**src/rtl/xbus_pkg.sv**
```systemverilog
`default_nettype none
// +----------------------------------------------------------------------+
// | Package    : xbus_pkg                                                |
// | Description: Shared size codes, FSM state type and beat-count helper |
// |              for the X-port to 16-bit narrow-bus bridge.             |
// | Revision   : 1.0  initial release                                    |
// +----------------------------------------------------------------------+
package xbus_pkg;

  localparam logic [1:0] SIZ_BYTE  = 2'd0;
  localparam logic [1:0] SIZ_HALF  = 2'd1;
  localparam logic [1:0] SIZ_WORD  = 2'd2;
  localparam logic [1:0] SIZ_DWORD = 2'd3;

  typedef enum logic [1:0] {
    IDLE = 2'd0,
    BEAT = 2'd1,
    ACK  = 2'd2
  } state_e;

  // Number of 16-bit beats needed to move one transfer of the given size.
  function automatic logic [2:0] beats_for_siz(input logic [1:0] siz);
    logic [2:0] n;
    case (siz)
      SIZ_BYTE, SIZ_HALF: n = 3'd1;
      SIZ_WORD:           n = 3'd2;
      default:            n = 3'd4;
    endcase
    return n;
  endfunction

endpackage
`default_nettype wire

```
**src/rtl/xbus_rd_extend.sv**
```systemverilog
`default_nettype none
// +----------------------------------------------------------------------+
// | Module     : xbus_rd_extend                                          |
// | Description: Selects the addressed part of the assembled read data   |
// |              and sign- or zero-extends it to 64 bits.                |
// | Revision   : 1.0  initial release                                    |
// +----------------------------------------------------------------------+
module xbus_rd_extend
  import xbus_pkg::*;
(
  input  logic [63:0] asm_i,
  input  logic [1:0]  siz_i,
  input  logic        lane_i,
  input  logic        signed_i,
  output logic [63:0] xdat_o
);

  logic [7:0] byte_sel;

  // Pick the byte lane for byte reads, then extend to the full X-port width.
  always_comb begin
    byte_sel = lane_i ? asm_i[15:8] : asm_i[7:0];
    case (siz_i)
      SIZ_BYTE: xdat_o = {{56{signed_i & byte_sel[7]}}, byte_sel};
      SIZ_HALF: xdat_o = {{48{signed_i & asm_i[15]}}, asm_i[15:0]};
      SIZ_WORD: xdat_o = {{32{signed_i & asm_i[31]}}, asm_i[31:0]};
      default:  xdat_o = asm_i;
    endcase
  end

endmodule
`default_nettype wire

```
**src/rtl/xbus_n16_bridge.sv**
```systemverilog
`default_nettype none
// +----------------------------------------------------------------------+
// | Module     : xbus_n16_bridge                                         |
// | Description: X-port slave that sequences each 64-bit transaction     |
// |              into 1-4 halfword beats on an SRAM-style 16-bit bus     |
// |              with programmable wait states.                          |
// | Revision   : 1.0  initial release                                    |
// +----------------------------------------------------------------------+
module xbus_n16_bridge
  import xbus_pkg::*;
#(
  parameter int WAIT_STATES = 1,
  parameter int NADR_W      = 24
) (
  input  logic              clk_i,
  input  logic              reset_ni,
  input  logic [63:0]       xdat_i,
  input  logic [63:0]       xadr_i,
  input  logic              xwe_i,
  input  logic              xcyc_i,
  input  logic              xstb_i,
  input  logic [1:0]        xsiz_i,
  input  logic              xsigned_i,
  output logic              xack_o,
  output logic [63:0]       xdat_o,
  output logic [NADR_W-1:0] nadr_o,
  output logic [15:0]       ndat_o,
  input  logic [15:0]       ndat_i,
  output logic              ncs_o,
  output logic              nwe_o,
  output logic [1:0]        nbe_o
);

  localparam logic [3:0] c_wait_last = 4'(WAIT_STATES);

  state_e              state_q, state_d;
  logic [NADR_W-1:0]   adr_q, adr_d;
  logic [63:0]         dat_q, dat_d;
  logic                we_q, we_d;
  logic [1:0]          siz_q, siz_d;
  logic                sgn_q, sgn_d;
  logic [1:0]          beat_q, beat_d;
  logic [3:0]          wait_q, wait_d;
  logic [63:0]         asm_q, asm_d;

  logic                xack_q, xack_d;
  logic [63:0]         xdat_q, xdat_d;
  logic [NADR_W-1:0]   nadr_q, nadr_d;
  logic [15:0]         ndat_q, ndat_d;
  logic                ncs_q, ncs_d;
  logic                nwe_q, nwe_d;
  logic [1:0]          nbe_q, nbe_d;

  logic [63:0]         asm_merge;
  logic [63:0]         ext_dat;
  logic [2:0]          beat_cnt;
  logic [1:0]          beat_last;
  logic [NADR_W-1:0]   align_mask;
  logic [NADR_W-1:0]   base_even;

  // Address bits above the narrow-bus width have no meaning here.
  logic unused_xadr_hi;
  assign unused_xadr_hi = ^xadr_i[63:NADR_W];

  assign beat_cnt  = beats_for_siz(siz_q);
  assign beat_last = 2'(beat_cnt - 3'd1);

  // Drop the halfword currently on the bus into its slot of the assembly register.
  always_comb begin
    asm_merge = asm_q;
    asm_merge[{beat_q, 4'b0000} +: 16] = ndat_i;
  end

  // The final beat's sample must be visible to the extender in the same cycle it is taken.
  xbus_rd_extend u_rd_extend (
    .asm_i    (asm_merge),
    .siz_i    (siz_q),
    .lane_i   (adr_q[0]),
    .signed_i (sgn_q),
    .xdat_o   (ext_dat)
  );

  // Next-state, counters, latches, and the next value of every registered output.
  always_comb begin
    state_d    = state_q;
    adr_d      = adr_q;
    dat_d      = dat_q;
    we_d       = we_q;
    siz_d      = siz_q;
    sgn_d      = sgn_q;
    beat_d     = beat_q;
    wait_d     = wait_q;
    asm_d      = asm_q;
    xack_d     = 1'b0;
    xdat_d     = 64'd0;
    align_mask = '1;
    base_even  = '0;

    case (state_q)
      IDLE: begin
        if (xcyc_i && xstb_i) begin
          state_d = BEAT;
          adr_d   = xadr_i[NADR_W-1:0];
          dat_d   = xdat_i;
          we_d    = xwe_i;
          siz_d   = xsiz_i;
          sgn_d   = xsigned_i;
          beat_d  = 2'd0;
          wait_d  = 4'd0;
          asm_d   = 64'd0;
        end
      end
      BEAT: begin
        if (!xcyc_i) begin
          // Master gave up the cycle: leave without acknowledging.
          state_d = IDLE;
          beat_d  = 2'd0;
          wait_d  = 4'd0;
        end else if (wait_q == c_wait_last) begin
          if (!we_q) begin
            asm_d = asm_merge;
          end
          wait_d = 4'd0;
          if (beat_q == beat_last) begin
            state_d = ACK;
            beat_d  = 2'd0;
            xack_d  = 1'b1;
            xdat_d  = we_q ? 64'd0 : ext_dat;
          end else begin
            beat_d = beat_q + 2'd1;
          end
        end else begin
          wait_d = wait_q + 4'd1;
        end
      end
      ACK: begin
        state_d = IDLE;
      end
      default: begin
        state_d = IDLE;
      end
    endcase

    // Even-aligned base of the transfer; byte accesses keep their lane via nbe.
    case (siz_d)
      SIZ_BYTE, SIZ_HALF: align_mask = {{(NADR_W-1){1'b1}}, 1'b0};
      SIZ_WORD:           align_mask = {{(NADR_W-2){1'b1}}, 2'b00};
      default:            align_mask = {{(NADR_W-3){1'b1}}, 3'b000};
    endcase
    base_even = adr_d & align_mask;

    ncs_d  = (state_d == BEAT);
    nwe_d  = ncs_d & we_d;
    nadr_d = ncs_d ? (base_even + {{(NADR_W-3){1'b0}}, beat_d, 1'b0}) : '0;
    if (!ncs_d) begin
      nbe_d = 2'b00;
    end else if (siz_d == SIZ_BYTE) begin
      nbe_d = adr_d[0] ? 2'b10 : 2'b01;
    end else begin
      nbe_d = 2'b11;
    end
    if (!nwe_d) begin
      ndat_d = 16'd0;
    end else if (siz_d == SIZ_BYTE) begin
      ndat_d = {dat_d[7:0], dat_d[7:0]};
    end else begin
      ndat_d = dat_d[{beat_d, 4'b0000} +: 16];
    end
  end

  // State and output registers with asynchronous clear.
  always_ff @(posedge clk_i or negedge reset_ni) begin
    if (!reset_ni) begin
      state_q <= IDLE;
      adr_q   <= '0;
      dat_q   <= 64'd0;
      we_q    <= 1'b0;
      siz_q   <= 2'd0;
      sgn_q   <= 1'b0;
      beat_q  <= 2'd0;
      wait_q  <= 4'd0;
      asm_q   <= 64'd0;
      xack_q  <= 1'b0;
      xdat_q  <= 64'd0;
      nadr_q  <= '0;
      ndat_q  <= 16'd0;
      ncs_q   <= 1'b0;
      nwe_q   <= 1'b0;
      nbe_q   <= 2'b00;
    end else begin
      state_q <= state_d;
      adr_q   <= adr_d;
      dat_q   <= dat_d;
      we_q    <= we_d;
      siz_q   <= siz_d;
      sgn_q   <= sgn_d;
      beat_q  <= beat_d;
      wait_q  <= wait_d;
      asm_q   <= asm_d;
      xack_q  <= xack_d;
      xdat_q  <= xdat_d;
      nadr_q  <= nadr_d;
      ndat_q  <= ndat_d;
      ncs_q   <= ncs_d;
      nwe_q   <= nwe_d;
      nbe_q   <= nbe_d;
    end
  end

  assign xack_o = xack_q;
  assign xdat_o = xdat_q;
  assign nadr_o = nadr_q;
  assign ndat_o = ndat_q;
  assign ncs_o  = ncs_q;
  assign nwe_o  = nwe_q;
  assign nbe_o  = nbe_q;

endmodule
`default_nettype wire
```
**config.mk**
```make
export PLATFORM = sky130hd
export DESIGN_NAME = xbus_n16_bridge
export DESIGN_NICKNAME = d
export VERILOG_FILES = /design/src/rtl/xbus_pkg.sv /design/src/rtl/xbus_rd_extend.sv /design/src/rtl/xbus_n16_bridge.sv
export SDC_FILE = /design/constraint.sdc
export NUM_CORES = 1
export LEC_CHECK = 0
export CELL_PAD_IN_SITES_DETAIL_PLACEMENT = 1
export CELL_PAD_IN_SITES_GLOBAL_PLACEMENT = 2
export CORE_MARGIN = 5
export CORE_UTILIZATION = 34
export CTS_CLUSTER_DIAMETER = 150
export CTS_CLUSTER_SIZE = 24
export DETAILED_ROUTE_END_ITERATION = 8
export GPL_ROUTABILITY_DRIVEN = 0
export PLACE_DENSITY_LB_ADDON = 0.08
export SLEW_MARGIN = 30
export SYNTH_ARGS = -nofsm -noshare
export SYNTH_HDL_FRONTEND = slang
export SYNTH_SLANG_ARGS = --single-unit
```
**constraint.sdc**
```tcl
create_clock -name clk_i -period 12.5 [get_ports clk_i]
set_input_delay 2.5 -clock clk_i [delete_from_list [all_inputs] [get_ports clk_i]]
set_output_delay 2.5 -clock clk_i [all_outputs]
set_load 0.01 [all_outputs]
```
==> metrics.txt, run 1 <==
final hold vios=0; final net count=1520; Reg2Reg Depth=12; Final Max Tran Viols=0; ys async rst share=100%; die width=~200 um; H-tree depth=1; number of port buffers=219; DR vias=9592; first-pass GRT wire length=approximately 60 mm; net count after synthesis=about 1300; row count=between 60 and 70; RR Startpoint=wait_q[1]$_DFFE_PN0P_; Avg Cell Area, Syn=10.2 um^2; final WL=roughly 38 mm; Post-synth EDFFs=0; Synth Cell Area=12100 um^2; # setup viols final=0; Worst Hold Depth=2; dpl ws=5.49 ns; drt via density=5.27; CTS root buf=clkbuf_16; Post-CTS Setup Repair Bufs=0; Flop pwr share=48.3%; post-synthesis sequential area ratio=56.0%; Clock power frac=23.7%; core box area=35400 um^2; Hold Path End=dat_q[62]$_DFF_PN0_; DP Wirelength=26.2 mm; CP Class=in2reg; vias in the first global route=10300; initial antenna violation count=5; setup ws final=6.04 ns; VDD IR-drop max=0.0839 mV; Hold Startpoint=dat_q[62]$_DFF_PN0_; I/O pin count=between 200 and 300; Ys Warns=0; Logic pwr share=28.0%; CTS sink count=approximately 270; HP Class=reg2reg; Critical Path Source Type=primary input; ys flop type=dfrtp_1; Max-Cap Viols=0; period utilisation layout=roughly 52%; WP data required=12.94 ns; hold slack=0.473 ns; largest fanout on the critical path=33; Post-DRT Antenna Nets=0; Pint=between 1 and 1.5 mW; # hold bufs at CTS=0; CP arrival=6.90 ns; leakage=between 6 and 7 nW; pin count of the biggest net entering global routing=88; relative slew slack=35.9%; Initial Utilization=between 30% and 40%; R2R setup slack=~7.6 ns; post-CTS sizing=0; gr usage total=between 10% and 20%; DIE HEIGHT=approximately 200 um; measured slew at the worst slew-check pin=0.959 ns; R2R Path End=nadr_o[17]$_DFF_PN0_; fraction of layout cells with a size suffix above 1=7.37%; Yosys cell types=67; drt first pass iters=4; CTS tree=built; Die ar.=39600 um^2; Finished Core Util=between 40% and 50%; Syn Inst Count=1186; switch share=33.3%; DRC=0; RSZ-0062 raised after global routing=false; CTS Buf Count=15; Clock Path Buffers=3; status=finished, final reports clean; latest clock arrival within the worst-skew pair=0.51 ns; clk_skew=approximately 0.022 ns; DRT iter0 DRCs=476; clk slew on worst S/H paths=0.11 ns; Pwr Density=144 nW/um^2; Worst setup EP type=flip-flop; Net Switching=0.733 mW; total grt overflow=0; fin crit period=around 6.5 ns; setup total negative slack=0 ns; Layout area overhead=25.3%; drt wl/cell=20.8 um; Seq cells post-synth=272; Max Freq=155 MHz
## cell usage after synthesis, drive strengths merged, types with 2 or more instances
master  instances  area [um^2]
nand2         210          788
o21ai          53          265
and3            4         25.0
nor3           44          220
a21oi          63          315
or4             6         48.8
nor3b           4         30.0
nor2b          13         81.3
or3             2         12.5
dfrtp         272         6810
inv            57          214
o211ai         16          120
a311oi          2         17.5
a31oi           5         31.3
mux2           21          236
and2            4         25.0
o31a            2         17.5
buf            29          155
nand4           3         18.8
a221oi         32          280
a31o           18          158
nand2b          3         18.8
clkbuf         60          226
ha              9          113
mux2i          45          450
o31ai          18          135
clkinv          3         11.3
a22o           33          289
nor4            7         56.3
o311ai          2         17.5
a211oi         27          208
xnor2           4         35.0
nand3          27          135
a311o          16          160
nor2           47          176
a21o            3         22.5
## worst max-delay path, stage by stage
cell and delay (ns):
clkdlybuf4s50_1 0.40, buf_4 0.23, a21oi_1 0.40, o21a_1 0.17, buf_4 0.33, a31o_2 0.63, ha_1 0.30, inv_1 0.06
fa_1 0.51, or4_4 0.67, or4_1 0.49, a21oi_1 0.17
## layer usage
metal  vias up  routed length (um)  track usage (%)
met1      4846               16400             24.8
met4         8                 646             3.19
li1       4525                   -                -
met5         -                  67                0
met3        39                1410             2.83
met2       174               19300             33.8
## cell type report
| type | count | area (um^2) |
|---|---|---|
| clock buffers | 15 | 375 |
| repair buffers | 244 | 2410 |
| inverters | 60 | 225 |
| flip-flops and latches | 272 | 6810 |
| clock inverters | 1 | 16.3 |
| diodes | 1 | 2.50 |
| multi-input cells | 765 | 4810 |
| well taps | 461 | 577 |
| fillers | 3946 | 20200 |
## cell usage in the layout, fill, tap and decap left out, types with 3 or more instances in the layout
master           synthesis  layout
a211oi_1                26      26
a21o_1                   3       3
a21oi_1                 63      63
a221oi_1                32      32
a22o_1                  33      33
a311o_1                 16      16
a31o_2                  18      18
a31oi_1                  5       5
and2_1                   4       4
and3_1                   4       4
buf_4                    1      23
clkbuf_16                0      15
clkdlybuf4s50_1          0     218
clkinv_1                 3       3
dfrtp_1                272     271
ha_1                     9       9
inv_1                   57      57
mux2_2                  21      21
mux2i_1                 45      43
nand2_1                210     209
nand2b_1                 3       3
nand3_1                 27      27
nand4_1                  3       3
nor2_1                  47      47
nor2b_1                 13      12
nor3_1                  44      44
nor3b_1                  4       4
nor4_1                   5       5
o211ai_1                16      16
o21ai_0                 51      51
o31ai_1                 18      17
or4_1                    5       5
xnor2_1                  4       4
## power by group through the flow
| stage | Clock (mW) | Sequential (mW) | Combinational, mW |
|---|---|---|---|
| 2_1_floorplan | 0 | 1.07 | 0.369 |
| 3_3_place_gp | 0 | 1.08 | 0.607 |
| 3_5_place_dp | 0 | 1.08 | 0.618 |
| 4_1_cts | 0.542 | 1.07 | 0.621 |
| 5_1_grt | 0.565 | 1.08 | 0.688 |
| 6_report | 0.521 | 1.06 | 0.616 |
## metrics by stage
| step | std cells | area (um^2) | power (mW) |
|---|---|---|---|
| after floorplan | 1186 | 12100 | 1.43 |
| after global placement | 1799 | 14800 | 1.69 |
| after detailed placement | 1799 | 14800 | 1.70 |
| after CTS | 1815 | 15200 | 2.23 |
| after global routing | 1818 | 15200 | 2.33 |
| final | 1819 | 15200 | 2.20 |
## state kept, by name, summed over array words and instances, names as in the netlist, 2 cells and up
signal,cells
asm_q,64
dat_q,64
xdat_o,64
adr_q,24
nadr_o,23
ndat_o,16
wait_q,4
beat_q,2
nbe_o,2
siz_q,2
state_q,2
## logic make-up (layout without fill, tap and decap cells)
logic type      after synthesis  after routing  synth area share (%)
simple gates                382            382                  14.3
compound gates              301            301                  17.6
flops                       272            272                  56.0
buf+inv                     149            320                  4.99
mux                          66             66                  5.65
fa+ha+maj                    10             10                  1.09
xor+xnor                      5              5                 0.360
other cells                   1              2                0.0309
## worst max-delay path by stage
stage	start	to	slack, ns	cells after the start
6_report	xcyc_i	nadr_o[17]$_DFF_PN0_	6.04	12
4_1_cts	xcyc_i	nadr_o[17]$_DFF_PN0_	6.02	12
5_1_grt	xcyc_i	nadr_o[17]$_DFF_PN0_	5.80	12
3_5_place_dp	xcyc_i	nadr_o[17]$_DFF_PN0_	5.49	12
2_1_floorplan	xcyc_i	nadr_o[15]$_DFF_PN0_	6.62	15
3_3_place_gp	xcyc_i	nadr_o[17]$_DFF_PN0_	5.49	12
Note: power is estimated with default switching activity, not from simulation.
==> run 2, diff against run 1 <==
- CORE_UTILIZATION: 34 -> 29
- clock period: 12.5 -> 5.25 ns (I/O delays scaled with it)
==> run 2 against run 1 <==
Against the previous run:
- worst setup slack got worse by 4.9 ns
- power increased by 140%
- combinational power increased by 140%
- cell area increased by 1.2%
==> metrics.txt, run 2 (same netlist as run 1, synthesis figures left out) <==
status=finished, final reports clean (unchanged); number of port buffers=219 (unchanged); post-CTS sizing=0 (unchanged); register area=6810 um^2 (unchanged); HP Class=in2async (was reg2reg); WP data required=5.70 ns (was 12.94 ns); Finished Layout Cells=1907 (was 1819); core box area=41700 um^2 (was 35400 um^2); DP Wirelength=27.5 mm (was 26.2 mm); initial antenna violation count=6 (was 5); RSZ-0062 raised after global routing=false (unchanged); drt first pass iters=5 (was 4); vias in the first global route=10500 (was 10300); measured slew at the worst slew-check pin=0.934 ns (was 0.959 ns); pin count of the biggest net entering global routing=72 (was 88); Initial Utilization=29.2% (was 34.3%); period utilisation layout=about four fifths; DP Cell Count=1889 (was 1799); CTS Buf Count=15 (unchanged); final net count=1530 (was 1520); relative slew slack=37.7% (was 35.9%); Final Max Tran Viols=0 (unchanged); H-tree depth=1 (unchanged); Fillers=4660 (was 3946); Die ar.=46100 um^2 (was 39600 um^2); I/O pin count=261 (unchanged); clk slew on worst S/H paths=0.10 ns (was 0.11 ns); # setup viols final=0 (unchanged); clk_skew=0.0310 ns (was 0.0217 ns); CP Class=in2reg (unchanged); gr usage total=16.9% (was 18.9%); total grt overflow=0 (unchanged); fin crit period=4.13 ns; DIE HEIGHT=215 um (was 199 um); Pwr Density=343 nW/um^2 (was 144 nW/um^2); Clock Path Buffers=3 (unchanged); CTS sink count=272 (unchanged); die width=215 um (was 199 um); DR vias=9651 (was 9592); row count=75 (was 69); commonest non-fill, non-tap cell in the layout=dfrtp_1 (unchanged); VDD IR-drop max=0.153 mV (was 0.0839 mV); CP arrival=4.57 ns (was 6.90 ns); Critical Path Source Type=primary input (unchanged); # hold bufs at CTS=0 (unchanged); Max-Cap Viols=0 (unchanged); drt wl/cell=20.7 um (was 20.8 um); first-pass GRT wire length=62.7 mm (was 59.3 mm); final WL=39.4 mm (was 37.9 mm); Multi-input gate area=4800 um^2 (was 4810 um^2); DRT iter0 DRCs=385 (was 476); ant diodes=0 (was 1); Post-DRT Antenna Nets=0 (unchanged); Layout area overhead=26.8% (was 25.3%); latest clock arrival within the worst-skew pair=0.52 ns (was 0.51 ns); final hold vios=0 (unchanged); CTS tree=built (unchanged); DRC=0 (unchanged); setup total negative slack=0 ns (unchanged); largest fanout on the critical path=12 (was 33); Post-CTS Setup Repair Bufs=0 (unchanged); most frequent cells in the layout=dfrtp_1 (271), clkdlybuf4s50_1 (218), nand2_1 (209), a21oi_1 (63), inv_1 (57) (unchanged); Max Freq=242 MHz; hold slack=0.435 ns (was 0.473 ns); drt via density=5.06 (was 5.27); Worst setup EP type=flip-flop (unchanged); fraction of layout cells with a size suffix above 1=8.11% (was 7.37%); CTS root buf=clkbuf_16 (unchanged); leakage=6.72 nW (was 6.66 nW)
-- run 2: cell type report --
class / count / share of cell area (%)
tap: 539 / 4.38
inverter: 60 / 1.46
clock inverter: 2 / 0.162
clock buffer: 15 / 2.44
timing repair buffer: 254 / 16.2
sequential: 272 / 44.2
multi-input combinational: 765 / 31.2
-- run 2: worst paths after layout --
path	start	endpoint	slack, ns	cells past startpoint
setup / recovery	xcyc_i	nadr_o[18]$_DFF_PN0_	1.12	11
hold / removal	reset_ni	xdat_o[42]$_DFF_PN0_	0.44	1
setup reg to reg	wait_q[1]$_DFFE_PN0P_	nadr_o[17]$_DFF_PN0_	1.19	11
hold reg to reg	dat_q[59]$_DFF_PN0_	dat_q[59]$_DFF_PN0_	0.47	2
max in group asynchronous	reset_ni	nadr_o[20]$_DFF_PN0_	3.63	3
min in group clk_i	dat_q[59]$_DFF_PN0_	dat_q[59]$_DFF_PN0_	0.47	2
-- run 2: power breakdown --
part	total, mW	switching (mW)	internal (mW)
clock network	1.27	0.738	0.530
logic	1.48	0.896	0.588
registers	2.53	0.142	2.39
-- run 2: worst max-delay path: stages --
cell and delay, ns:
clkdlybuf4s50_1 0.62, a21oi_1 0.22, a311oi_1 0.37, o22a_1 0.27, inv_1 0.08, ha_1 0.27
a21oi_1 0.07, buf_4 0.15, or4_1 0.73, or4_1 0.59, a21oi_1 0.15
-- run 2: through the flow --
| stage | worst slack (ns) | total power, mW | util, % | cell area, um^2 |
|---|---|---|---|---|
| floorplan | 0.820 | 3.42 | - | 12100 |
| global placement | 0.582 | 4.06 | 35.9 | 15000 |
| global route | 0.946 | 5.64 | 37.0 | 15400 |
| CTS | 1.10 | 5.39 | 36.9 | 15400 |
| finish | 1.12 | 5.28 | 37.0 | 15400 |
| detailed placement | 0.555 | 4.08 | 36.0 | 15000 |
-- run 2: layer usage --
layer	vias to the layer above	GRT usage [%]	wire length (um)
li1	4541	-	-
met3	44	3.49	1860
met1	4862	22.0	17000
met4	12	2.73	552
met2	192	29.5	19900
met5	-	0	84
